### src/rtl/alu_ctrl_pkg.sv
// Shared encodings for the ID->EX ALU-control issue stage: MIPS opcode/funct
// fields, the 6-bit ALU operation codes and the issue FSM state encoding.
package alu_ctrl_pkg;

    localparam logic [5:0] OP_RTYPE    = 6'h00;
    localparam logic [5:0] OP_J        = 6'h02;
    localparam logic [5:0] OP_JAL      = 6'h03;
    localparam logic [5:0] OP_BEQ      = 6'h04;
    localparam logic [5:0] OP_BNE      = 6'h05;
    localparam logic [5:0] OP_ADDI     = 6'h08;
    localparam logic [5:0] OP_SLTI     = 6'h0A;
    localparam logic [5:0] OP_ANDI     = 6'h0C;
    localparam logic [5:0] OP_ORI      = 6'h0D;
    localparam logic [5:0] OP_SPECIAL2 = 6'h1C;
    localparam logic [5:0] OP_LW       = 6'h23;
    localparam logic [5:0] OP_SW       = 6'h2B;

    localparam logic [5:0] FN_SLL  = 6'h00;
    localparam logic [5:0] FN_SRL  = 6'h02;
    localparam logic [5:0] FN_JR   = 6'h08;
    localparam logic [5:0] FN_DIV  = 6'h1A;
    localparam logic [5:0] FN_ADD  = 6'h20;
    localparam logic [5:0] FN_ADDU = 6'h21;
    localparam logic [5:0] FN_SUB  = 6'h22;
    localparam logic [5:0] FN_SLT  = 6'h2A;
    localparam logic [5:0] FN_MUL  = 6'h02;
    localparam logic [5:0] FN_ABS  = 6'h3F;

    localparam logic [5:0] ALU_ADD     = 6'd0;
    localparam logic [5:0] ALU_ADDU    = 6'd2;
    localparam logic [5:0] ALU_ADDI    = 6'd3;
    localparam logic [5:0] ALU_SUB     = 6'd4;
    localparam logic [5:0] ALU_MUL     = 6'd5;
    localparam logic [5:0] ALU_LW      = 6'd10;
    localparam logic [5:0] ALU_SW      = 6'd11;
    localparam logic [5:0] ALU_BEQ     = 6'd18;
    localparam logic [5:0] ALU_BNE     = 6'd19;
    localparam logic [5:0] ALU_J       = 6'd23;
    localparam logic [5:0] ALU_JR      = 6'd24;
    localparam logic [5:0] ALU_JAL     = 6'd25;
    localparam logic [5:0] ALU_ANDI    = 6'd27;
    localparam logic [5:0] ALU_ORI     = 6'd31;
    localparam logic [5:0] ALU_SLL     = 6'd34;
    localparam logic [5:0] ALU_SRL     = 6'd35;
    localparam logic [5:0] ALU_SLT     = 6'd38;
    localparam logic [5:0] ALU_SLTI    = 6'd39;
    localparam logic [5:0] ALU_ABS     = 6'd40;
    localparam logic [5:0] ALU_DIV     = 6'd51;
    localparam logic [5:0] ALU_ILLEGAL = 6'd63;

    typedef enum logic [1:0] {
        ST_EMPTY = 2'd0,
        ST_WAIT  = 2'd1,
        ST_HOLD  = 2'd2
    } issue_state_e;

    // Only the two immediate shifts forward the shamt field to the ALU.
    function automatic logic takes_shamt(input logic [5:0] code);
        return (code == ALU_SLL) || (code == ALU_SRL);
    endfunction

endpackage

### src/rtl/alu_ctrl_issue_decode.sv
// Combinational MIPS instruction -> ALU control decoder; anything outside the
// supported table decodes to the illegal code.
module alu_ctrl_decode
    import alu_ctrl_pkg::*;
(
    input  logic [31:0] instruction,
    output logic [5:0]  code,
    output logic [4:0]  sa,
    output logic        illegal,
    output logic        is_mul,
    output logic        is_div
);

    logic [5:0] op_s;
    logic [5:0] funct_s;
    logic       unused_fields_s;

    assign op_s            = instruction[31:26];
    assign funct_s         = instruction[5:0];
    assign unused_fields_s = &{1'b0, instruction[25:11]};

    // Opcode/funct lookup; the all-zero nop falls out as sll with shamt 0.
    always_comb begin
        code = ALU_ILLEGAL;
        case (op_s)
            OP_RTYPE: begin
                case (funct_s)
                    FN_ADD:  code = ALU_ADD;
                    FN_ADDU: code = ALU_ADDU;
                    FN_SUB:  code = ALU_SUB;
                    FN_SLT:  code = ALU_SLT;
                    FN_DIV:  code = ALU_DIV;
                    FN_SLL:  code = ALU_SLL;
                    FN_SRL:  code = ALU_SRL;
                    FN_JR:   code = ALU_JR;
                    default: code = ALU_ILLEGAL;
                endcase
            end
            OP_SPECIAL2: begin
                case (funct_s)
                    FN_MUL:  code = ALU_MUL;
                    FN_ABS:  code = ALU_ABS;
                    default: code = ALU_ILLEGAL;
                endcase
            end
            OP_ADDI: code = ALU_ADDI;
            OP_LW:   code = ALU_LW;
            OP_SW:   code = ALU_SW;
            OP_BEQ:  code = ALU_BEQ;
            OP_BNE:  code = ALU_BNE;
            OP_J:    code = ALU_J;
            OP_JAL:  code = ALU_JAL;
            OP_ANDI: code = ALU_ANDI;
            OP_ORI:  code = ALU_ORI;
            OP_SLTI: code = ALU_SLTI;
            default: code = ALU_ILLEGAL;
        endcase
    end

    // Shamt is only meaningful for sll/srl; zero it otherwise.
    always_comb begin
        if (takes_shamt(code)) begin
            sa = instruction[10:6];
        end else begin
            sa = 5'd0;
        end
    end

    assign illegal = (code == ALU_ILLEGAL);
    assign is_mul  = (code == ALU_MUL);
    assign is_div  = (code == ALU_DIV);

endmodule

### src/rtl/alu_ctrl_issue.sv
// ID->EX issue stage: decodes the instruction, registers the ALU control
// fields behind valid/ready and holds mul/div for their fixed latency.
module alu_ctrl_issue
    import alu_ctrl_pkg::*;
#(
    parameter int MUL_LAT = 4,
    parameter int DIV_LAT = 32
) (
    input  logic        clk,
    input  logic        rst,
    input  logic        flush,
    input  logic        in_valid,
    output logic        in_ready,
    input  logic [31:0] instruction,
    output logic        out_valid,
    input  logic        out_ready,
    output logic [5:0]  alu_control,
    output logic [4:0]  sa,
    output logic        illegal,
    output logic        busy
);

    localparam int MAX_LAT = (MUL_LAT > DIV_LAT) ? MUL_LAT : DIV_LAT;
    localparam int CNT_W   = $clog2(MAX_LAT) + 1;
    localparam logic [CNT_W-1:0] MUL_LOAD = CNT_W'(MUL_LAT - 1);
    localparam logic [CNT_W-1:0] DIV_LOAD = CNT_W'(DIV_LAT - 1);
    localparam logic [CNT_W-1:0] CNT_ONE  = CNT_W'(1);
    localparam logic [CNT_W-1:0] CNT_ZERO = CNT_W'(0);

    issue_state_e     state_r;
    issue_state_e     state_next_s;
    issue_state_e     eff_state_s;
    issue_state_e     load_state_s;
    logic [CNT_W-1:0] cnt_r;
    logic [CNT_W-1:0] cnt_load_s;
    logic [5:0]       dec_code_s;
    logic [4:0]       dec_sa_s;
    logic             dec_illegal_s;
    logic             dec_is_mul_s;
    logic             dec_is_div_s;
    logic             accept_s;

    alu_ctrl_decode u_decode (
        .instruction (instruction),
        .code        (dec_code_s),
        .sa          (dec_sa_s),
        .illegal     (dec_illegal_s),
        .is_mul      (dec_is_mul_s),
        .is_div      (dec_is_div_s)
    );

    assign accept_s = in_valid & in_ready;

    // A WAIT whose count has run out behaves exactly like HOLD.
    always_comb begin
        if ((state_r == ST_WAIT) && (cnt_r == CNT_ZERO)) begin
            eff_state_s = ST_HOLD;
        end else begin
            eff_state_s = state_r;
        end
    end

    // Where a freshly accepted op lands; a latency of 1 skips WAIT entirely.
    always_comb begin
        if (dec_is_mul_s) begin
            cnt_load_s   = MUL_LOAD;
            load_state_s = (MUL_LAT > 1) ? ST_WAIT : ST_HOLD;
        end else if (dec_is_div_s) begin
            cnt_load_s   = DIV_LOAD;
            load_state_s = (DIV_LAT > 1) ? ST_WAIT : ST_HOLD;
        end else begin
            cnt_load_s   = CNT_ZERO;
            load_state_s = ST_HOLD;
        end
    end

    // State register.
    always_ff @(posedge clk) begin
        if (rst) begin
            state_r <= ST_EMPTY;
        end else begin
            state_r <= state_next_s;
        end
    end

    // Next-state logic; flush empties the slot regardless of state.
    always_comb begin
        state_next_s = state_r;
        if (flush) begin
            state_next_s = ST_EMPTY;
        end else begin
            case (eff_state_s)
                ST_EMPTY: state_next_s = accept_s ? load_state_s : ST_EMPTY;
                ST_WAIT:  state_next_s = (cnt_r == CNT_ONE) ? ST_HOLD : ST_WAIT;
                ST_HOLD: begin
                    if (out_ready) begin
                        state_next_s = accept_s ? load_state_s : ST_EMPTY;
                    end else begin
                        state_next_s = ST_HOLD;
                    end
                end
                default:  state_next_s = ST_EMPTY;
            endcase
        end
    end

    // Handshake/status outputs decoded from the effective state.
    always_comb begin
        in_ready  = 1'b0;
        out_valid = 1'b0;
        busy      = 1'b0;
        case (eff_state_s)
            ST_EMPTY: in_ready = ~rst & ~flush;
            ST_WAIT:  busy = 1'b1;
            ST_HOLD: begin
                out_valid = 1'b1;
                in_ready  = ~rst & ~flush & out_ready;
            end
            default:  in_ready = 1'b0;
        endcase
    end

    // Latency counter: loaded on accept, counts down only while waiting.
    always_ff @(posedge clk) begin
        if (rst) begin
            cnt_r <= CNT_ZERO;
        end else if (flush) begin
            cnt_r <= CNT_ZERO;
        end else if (accept_s) begin
            cnt_r <= cnt_load_s;
        end else if (eff_state_s == ST_WAIT) begin
            cnt_r <= cnt_r - CNT_ONE;
        end else begin
            cnt_r <= cnt_r;
        end
    end

    // Output payload registers, captured on the accept edge only.
    always_ff @(posedge clk) begin
        if (rst) begin
            alu_control <= 6'd0;
            sa          <= 5'd0;
            illegal     <= 1'b0;
        end else if (accept_s) begin
            alu_control <= dec_code_s;
            sa          <= dec_sa_s;
            illegal     <= dec_illegal_s;
        end else begin
            alu_control <= alu_control;
            sa          <= sa;
            illegal     <= illegal;
        end
    end

endmodule

### config.mk
export PLATFORM = sky130hd
export DESIGN_NAME = alu_ctrl_issue
export DESIGN_NICKNAME = d
export VERILOG_FILES = /design/src/rtl/alu_ctrl_pkg.sv /design/src/rtl/alu_ctrl_issue_decode.sv /design/src/rtl/alu_ctrl_issue.sv
export SDC_FILE = /design/constraint.sdc
export NUM_CORES = 1
export LEC_CHECK = 0
export ABC_CLOCK_PERIOD_IN_PS = 3550
export CORE_ASPECT_RATIO = 1.5
export CORE_UTILIZATION = 50
export DETAILED_ROUTE_END_ITERATION = 16
export GPL_ROUTABILITY_DRIVEN = 0
export PLACE_DENSITY_LB_ADDON = 0.05
export SLEW_MARGIN = 15
export SYNTH_ARGS = -nofsm -noshare
export SYNTH_HDL_FRONTEND = slang
export SYNTH_HIERARCHICAL = 1
export SYNTH_SLANG_ARGS = --single-unit
### constraint.sdc
create_clock -name clk -period 3.55 [get_ports clk]
set_input_delay 0.5325 -clock clk [delete_from_list [all_inputs] [get_ports clk]]
set_output_delay 0.5325 -clock clk [all_outputs]
set_load 0.02 [all_outputs]
==> flow_metrics.py, run 1 <==
metrics = {
    "route": {
        "routedWlPerCell_um": 13.9,
        "wl_met2_um": 2190,
        "drc": 0,
        "wl_um": 4110,
        "firstDrtPassIters": 4,
        "wl_met3_um": 68,
        "vias_per_cell": 6.06,
        "wl_met1_um": 1770,
        "dr_total_vias": 1794,
        "routed.top_layer": "met4",
        "drt_iter0_drc": 70,
        "ant_nets": 0,
    },
    "sta": {
        "slew_viol_final": 0,
        "tightest_slew_ns": 0.576,
        "rsz0062_at_grt": "no",
        "final.min_clock_period_ns": 3.02,
        "finalCritPeriodShare_pct": 85.1,
        "setup_violations": 0,
        "hold_ws_ns": 0.476,
        "fin_skew_ns": 0.00219,
        "finalHoldViolCount": 0,
        "tns_ns": 0,
        "max_freq_mhz": 331,
        "slew_headroom_pct": 61.3,
    },
    "cells_and_area": {
        "nets": 296,
        "fin_util_pct": 67.4,
        "area_growth_pct": 28.8,
        "drive_gt1_share_pct": 8.20,
        "antenna-diode-count": 0,
    },
    "power_and_ir_drop": {
        "power_density_mw_per_mm2": 280,
        "vdd_ir_drop_max_v": 0.000208,
        "power.internal_mw": 0.442,
        "switching_power_mw": 0.155,
        "p_comb_share_pct": 21.7,
        "sw_frac_of_total_pct": 25.9,
        "clkPwrFrac_pct": 39.4,
        "p_leak_nw": 0.746,
        "power_frac_seq_pct": 38.9,
    },
    "synth": {
        "synth_top_cells_by_count": "20 x a21oi_1, 20 x dfxtp_1, 17 x o21ai_0",
        "synth-edff-count": 0,
        "synth_top_area_share_pct": 24.2,
        "synth_cell_types": 57,
        "synth_area_mm2": 0.00165,
        "synth_flop_cell": "dfxtp_1",
        "ys_top_cells_by_area": "dfxtp_1 24%, a21oi_1 6.1%, o21ai_0 5.1%, nand3_1 4.8%, nor3_1 4.5%",
        "async_reset_ff_share_pct": 0,
        "syn_nets": 261,
        "synth_area_per_cell_um2": 7.45,
        "synth-seq-area-share_pct": 24.2,
        "ys_warn_count": 6,
        "synthCells": 222,
        "ys_ff_latch": 20,
        "yosysTopAreaCell": "dfxtp_1",
    },
    "clocking": {
        "cts_tree": "built",
        "cts_buffer_depth": 2,
        "cts_buffers": 3,
        "holdBufCountCts": 0,
        "cts_root_buf": "clkbuf_8",
        "clk_latency_ns": 0.27,
        "cts_sinks": 20,
        "cts.repair.resized": 0,
        "htreeDepth": 1,
        "path_clk_slew_ns": 0.08,
        "cts_setup_buffers": 0,
    },
    "global_route": {
        "grt-ovfl-total": 0,
        "antenna_found_initial": 0,
        "grt_max_degree": 16,
        "grt_pass1_wl_um": 7050,
        "grt_pass1_vias": 1595,
        "track_usage_pct": 24.8,
    },
    "worst_setup_path": {
        "end_kind": "register",
        "cp_cell_sequence": "clkdlybuf4s50_1 > or4b_1 > o22ai_2 > o22ai_1 > or3_4 > nor4_4 > nor2_1 > or3_1 > a221oi_2",
        "critPathRequiredTime_ns": 3.74,
        "worstSetupStartpointType": "primary input",
        "critPathSlowestCell": "or4b_1",
        "worstSetupPathType": "in2reg",
        "cp_max_fo": 6,
        "max_stage_delay_ns": 0.56,
        "crit_arrival_ns": 3.21,
    },
    "floorplan": {
        "die_area_mm2": 0.00355,
        "num_rows": 25,
        "ioPinCount": 52,
        "initial_core_util_pct": 52.4,
        "fp.coreArea_mm2": 0.00316,
        "dieWidth_um": 49.0,
        "fp.dieH_um": 72.4,
    },
    "placement": {
        "hpwlAfterDp_um": 3100,
        "port_buffers": 36,
    },
    "run": {
        "maxCapViolations": 0,
    },
    "worst_hold_path": {
        "hold_class": "reg2reg",
    },
    "outcome": {
        "run_status": "finished, final reports clean",
    },
}
-- power groups by stage --
| stage | clock network, mW | registers (mW) | logic [mW] |
|---|---|---|---|
| final | 0.235 | 0.232 | 0.129 |
| after global routing | 0.243 | 0.233 | 0.142 |
| after floorplan | 0 | 0.243 | 0.0677 |
| after global placement | 0 | 0.238 | 0.127 |
| after CTS | 0.232 | 0.232 | 0.129 |
| after detailed placement | 0 | 0.238 | 0.128 |
-- metrics by stage --
stage	total power [mW]	setup slack, ns	instance area, um2	cells
2_1_floorplan	0.310	0.966	1650	222
3_3_place_gp	0.365	0.283	2060	292
3_5_place_dp	0.366	0.275	2060	292
4_1_cts	0.592	0.502	2130	296
5_1_grt	0.618	0.277	2130	296
6_report	0.597	0.528	2130	296
-- layout make-up --
type	count	area, um2
Sequential cell	20	400
Clock buffer	3	41.3
Multi-Input combinational cell	181	1170
Timing Repair Buffer	43	413
Inverter	8	30.0
Tap cell	40	50.0
Fill cell	280	1030
Clock inverter	1	30.0
-- sequential cells by signal, indices dropped and copies added, names as in the netlist --
register / count
cnt_r: 6
sa: 5
alu_control: 6
illegal: 1
state_r: 2
-- critical path: cells and delay by family --
family	cells	cell delay [ns]
compound gates	3	0.53
buf+inv	1	0.50
simple gates	5	1.64
-- final timing paths --
check	start	endpoint	slack, ns	cells after the start
max	instruction[31]	state_r[0]	0.53	9
min reg2reg	alu_control[1]	alu_control[1]	0.48	2
max reg2reg	cnt_r[3]	state_r[0]	1.46	4
min	alu_control[1]	alu_control[1]	0.48	2
-- cells by family after synthesis --
logic type	synth area share (%)
simple gates	38.4
compound gates	28.4
buf+inv	5.29
flops	24.2
xor+xnor	1.59
fa+ha+maj	1.51
mux	0.605
-- layer usage --
layer | vias to the layer above | global-route usage (%)
met4 | 0 | 9.80
met5 | - | 0
met1 | 848 | 28.5
met2 | 32 | 46.9
met3 | 8 | 1.89
li1 | 906 | -
-- layout by cell type (no fill, tap or decap), types with 4 or more instances in the layout --
cell type / Yosys / routed
dfxtp_1: 20 / 20
and3_1: 5 / 5
nand3_1: 16 / 16
buf_4: 0 / 7
nor3_1: 15 / 15
nor2b_1: 6 / 6
nand2b_1: 7 / 7
a21boi_0: 4 / 4
a211o_1: 4 / 4
nand2_1: 8 / 8
nor2_1: 15 / 15
clkdlybuf4s50_1: 0 / 36
o21ai_0: 17 / 17
inv_1: 8 / 8
nor3b_1: 4 / 4
a21oi_1: 20 / 20
No activity file was read; power rests on OpenSTA's default activity.
==> run 2, diff against run 1 <==
- CORE_MARGIN: unset -> 8
- CTS_CLUSTER_DIAMETER: unset -> 80
==> flow_metrics.py, run 2 (synthesized netlist as in run 1, its figures left out) <==
metrics = {
    "floorplan": {
        "die_area_mm2": 0.00544,
        "dieWidth_um": 63.0,
        "num_rows": 25,
        "fp.coreArea_mm2": 0.00316,
        "initial_core_util_pct": 52.4,
        "ioPinCount": 52,
        "fp.dieH_um": 86.4,
    },
    "route": {
        "drt_iter0_drc": 91,
        "firstDrtPassIters": 4,
        "vias_per_cell": 6.03,
        "wl_um": 4340,
        "ant_nets": 0,
        "dr_total_vias": 1791,
        "drc": 0,
        "routedWlPerCell_um": 14.6,
    },
    "sta": {
        "finalHoldViolCount": 0,
        "tns_ns": 0,
        "slew_viol_final": 0,
        "final.min_clock_period_ns": 3.01,
        "worst_slack_ns": 0.545,
        "finalCritPeriodShare_pct": 84.6,
        "max_freq_mhz": 333,
        "rsz0062_at_grt": "no",
        "slew_headroom_pct": 60.7,
        "hold_ws_ns": 0.476,
        "fin_skew_ns": 0.00344,
        "tightest_slew_ns": 0.584,
        "setup_violations": 0,
    },
    "worst_setup_path": {
        "end_kind": "register",
        "critPathSlowestCell": "or4b_1",
        "critPathRequiredTime_ns": 3.73,
        "worst-path-buf-inv": 1,
        "cp_cell_sequence": "clkdlybuf4s50_1 > or4b_1 > o22ai_2 > o22ai_1 > or3_4 > nor4_4 > nor2_1 > or3_1 > a221oi_2",
        "crit_arrival_ns": 3.18,
        "critPathTopFamily": "simple AND/OR/NAND/NOR gates",
        "worstSetupPathType": "in2reg",
        "cp_max_fo": 6,
        "max_stage_delay_ns": 0.56,
        "worstSetupStartpointType": "primary input",
    },
    "cells_and_area": {
        "nets": 297,
        "area_growth_pct": 29.3,
        "antenna-diode-count": 0,
        "drive_gt1_share_pct": 8.56,
        "final_cell_mix": "36 x clkdlybuf4s50_1, 20 x a21oi_1, 20 x dfxtp_1",
        "final_cell_count_no_fill": 297,
        "final_cell_area_mm2": 0.00214,
        "top_regs": "alu_control: 6 flops, cnt_r: 6 flops, sa: 5 flops",
        "layout_commonest_cell": "clkdlybuf4s50_1",
    },
    "power_and_ir_drop": {
        "p_comb_share_pct": 22.1,
        "p_leak_nw": 0.751,
        "sw_frac_of_total_pct": 25.0,
        "power_frac_seq_pct": 39.4,
        "power.internal_mw": 0.442,
        "switching_power_mw": 0.147,
        "clkPwrFrac_pct": 38.5,
        "power_density_mw_per_mm2": 276,
        "vdd_ir_drop_max_v": 0.000233,
    },
    "clocking": {
        "cts_buffers": 3,
        "clk_latency_ns": 0.25,
        "cts.repair.resized": 0,
        "path_clk_slew_ns": 0.08,
        "cts_root_buf": "clkbuf_8",
        "cts_tree": "built",
        "holdBufCountCts": 0,
        "cts_sinks": 20,
        "cts_setup_buffers": 0,
        "cts_buffer_depth": 2,
        "htreeDepth": 1,
    },
    "global_route": {
        "track_usage_pct": 15.7,
        "grt_max_degree": 16,
        "grt-ovfl-total": 0,
        "antenna_found_initial": 0,
        "grt_pass1_wl_um": 7340,
        "grt_pass1_vias": 1734,
    },
    "placement": {
        "hpwlAfterDp_um": 3430,
        "port_buffers": 36,
        "dp.cells": 293,
        "pre_cts_slack_ns": 0.266,
        "placed_area_mm2": 0.00207,
    },
    "worst_hold_path": {
        "hold_class": "reg2reg",
    },
    "run": {
        "maxCapViolations": 0,
    },
    "outcome": {
        "run_status": "finished, final reports clean",
    },
}
==> run 2: changes by cell type in the layout (fill, tap and decap cells not counted) <==
cell | previous run | this run
buf_4 | 7 | 8
==> run 2: tightest hold or removal path, delay by kind of cell, from the launching register on <==
kind | cells | cell delay (ns)
AOI/OAI and AO/OA | 2 | 0.12
DFF | 1 | 0.31
==> run 2: worst paths after layout <==
check / start / end / slack, ns / cells past startpoint
worst max register to register: cnt_r[5] / state_r[0] / 1.47 / 4
worst min register to register: alu_control[1] / alu_control[1] / 0.48 / 2
worst max-delay path: instruction[31] / state_r[0] / 0.54 / 9
worst min-delay path: alu_control[1] / alu_control[1] / 0.48 / 2
==> run 2: area by class of cell <==
| class | count | area (um2) |
|---|---|---|
| multi-input combinational | 181 | 1170 |
| clock buffer | 3 | 41.3 |
| timing repair buffer | 44 | 420 |
| fill | 287 | 1020 |
| tap | 40 | 50.0 |
| clock inverter | 1 | 30.0 |
| sequential | 20 | 400 |
| inverter | 8 | 30.0 |
==> run 2: through the flow <==
step / power (mW) / util (%)
after detailed placement: 0.368 / 65.4
after global placement: 0.367 / 65.4
after global routing: 0.612 / 67.7
after CTS: 0.592 / 67.7
final: 0.590 / 67.7
after floorplan: 0.310 / -
==> run 2: power by group through the flow <==
| stage | Combinational, mW | Sequential (mW) | Clock (mW) |
|---|---|---|---|
| after CTS | 0.131 | 0.232 | 0.229 |
| after detailed placement | 0.130 | 0.238 | 0 |
| after global placement | 0.129 | 0.238 | 0 |
| after global routing | 0.143 | 0.233 | 0.236 |
| final | 0.130 | 0.232 | 0.227 |
| after floorplan | 0.0677 | 0.243 | 0 |
==> run 2: per-layer routing <==
layer | vias to the layer above | global-route usage, % | routed length, um
met4 | 0 | 7.08 | 81
met2 | 49 | 30.3 | 2320
li1 | 904 | - | -
met1 | 832 | 15.8 | 1760
met5 | - | 0 | 0
met3 | 6 | 2.45 | 174
==> run 3, diff against run 2 <==
- ABC_CLOCK_PERIOD_IN_PS: 3550 -> 3050
- CORE_UTILIZATION: 50 -> 47
- clock period: 3.55 -> 3.05 ns (I/O delays scaled with it)
==> flow_metrics.py, run 3 (synthesized netlist as in run 1, its figures left out) <==
metrics = {
    "worst_setup_path": {
        "worstSetupStartpointType": "primary input",
        "critPathRequiredTime_ns": 3.23,
        "startpoint": "instruction[27]",
        "cp_max_fo": 6,
        "worstSetupPathType": "in2reg",
        "r2r_start": "cnt_r[5]",
        "end_kind": "register",
        "crit_arrival_ns": 3.00,
    },
    "route": {
        "routedWlPerCell_um": 14.4,
        "firstDrtPassIters": 4,
        "drc": 0,
        "vias_per_cell": 5.94,
        "ant_nets": 0,
        "dr_total_vias": 1894,
        "wl_um": 4580,
        "drt_iter0_drc": 61,
    },
    "placement": {
        "placed_area_mm2": 0.00222,
        "hpwlAfterDp_um": 3750,
        "dp.cells": 315,
        "port_buffers": 36,
    },
    "global_route": {
        "grt_max_degree": 16,
        "antenna_found_initial": 0,
        "track_usage_pct": 16.0,
        "grt_pass1_wl_um": 7620,
        "grt_pass1_vias": 1784,
        "grt-ovfl-total": 0,
    },
    "sta": {
        "final.min_clock_period_ns": 2.82,
        "finalHoldViolCount": 0,
        "fin_skew_ns": 0.00135,
        "tightest_slew_ns": 0.660,
        "slew_headroom_pct": 55.7,
        "slew_viol_final": 0,
        "hold_ws_ns": 0.478,
        "max_freq_mhz": 354,
        "finalCritPeriodShare_pct": 92.5,
        "setup_violations": 0,
        "rsz0062_at_grt": "no",
    },
    "clocking": {
        "cts_setup_buffers": 0,
        "cts_sinks": 20,
        "cts_buffers": 3,
        "cts_buffer_depth": 2,
        "htreeDepth": 1,
        "cts.repair.resized": 0,
        "cts_root_buf": "clkbuf_8",
        "clk_latency_ns": 0.26,
        "cts_tree": "built",
        "path_clk_slew_ns": 0.07,
        "holdBufCountCts": 0,
    },
    "run": {
        "maxCapViolations": 0,
    },
    "cells_and_area": {
        "top_regs": "alu_control: 6 flops, cnt_r: 6 flops, sa: 5 flops",
        "final_cell_mix": "36 x clkdlybuf4s50_1, 28 x buf_4, 20 x a21oi_1, 20 x dfxtp_1, 17 x o21ai_0",
        "final_cell_count_no_fill": 319,
        "drive_gt1_share_pct": 15.2,
        "fin_util_pct": 67.7,
        "final_cell_area_mm2": 0.00229,
        "antenna-diode-count": 0,
        "layout_commonest_cell": "clkdlybuf4s50_1",
        "nets": 317,
        "area_growth_pct": 38.5,
    },
    "power_and_ir_drop": {
        "p_leak_nw": 0.848,
        "finalPower_mw": 0.701,
        "power_density_mw_per_mm2": 306,
        "vdd_ir_drop_max_v": 0.000206,
    },
    "floorplan": {
        "fp.coreArea_mm2": 0.00338,
        "dieWidth_um": 64.4,
        "fp.dieH_um": 88.7,
        "ioPinCount": 52,
        "initial_core_util_pct": 48.9,
        "num_rows": 26,
        "die_area_mm2": 0.00571,
    },
    "worst_hold_path": {
        "min_from": "sa[0]",
        "hold_class": "reg2reg",
    },
    "outcome": {
        "run_status": "finished, final reports clean",
    },
}
[run 3: changes by cell type in the layout (fill, tap and decap cells not counted), sizes merged]
cell / delta
buf: +20
[run 3: cell type report]
class                   instances  area, um2
repair buffers                 64        571
multi-input cells             181       1170
well taps                      42       52.6
clock inverters                 1       30.0
flip-flops and latches         20        400
inverters                       8       30.0
clock buffers                   3       41.3
fillers                       326       1090
[run 3: power by group]
part	switching (mW)	internal [mW]
Combinational	0.0820	0.0845
Clock	0.0884	0.175
Sequential	0.00374	0.267
[run 3: through the flow]
step | setup TNS, ns | worst slack, ns
floorplan | 0 | 0.541
global placement | 0 | 0.0123
detailed placement | -0.0108 | -0.0108
CTS | 0 | 0.239
global route | 0 | 0.0837
finish | 0 | 0.228
[run 3: routing by layer]
layer  up-vias  track usage (%)  wire [um]
met3         8             1.01        107
met4         0             7.37        108
met1       907             14.8       1700
met2        31             33.7       2660
li1        948                -          -
met5         -                0          0
[run 3: path summary, 6_finish.rpt]
| check | slack [ns] | endpoint | depth (start not counted) |
|---|---|---|---|
| setup / recovery | 0.23 | state_r[0] | 10 |
| hold / removal | 0.48 | sa[0] | 2 |
| setup reg to reg | 1.01 | state_r[0] | 5 |
| hold reg to reg | 0.48 | sa[0] | 2 |
[run 3: worst max-delay path: stages]
cell	delay [ns]
clkdlybuf4s50_1	0.44
buf_4	0.17
nor4b_1	0.38
a211o_1	0.21
o22ai_1	0.10
or3_4	0.36
nor4_4	0.22
nor2_1	0.10
or3_1	0.36
a221oi_2	0.21
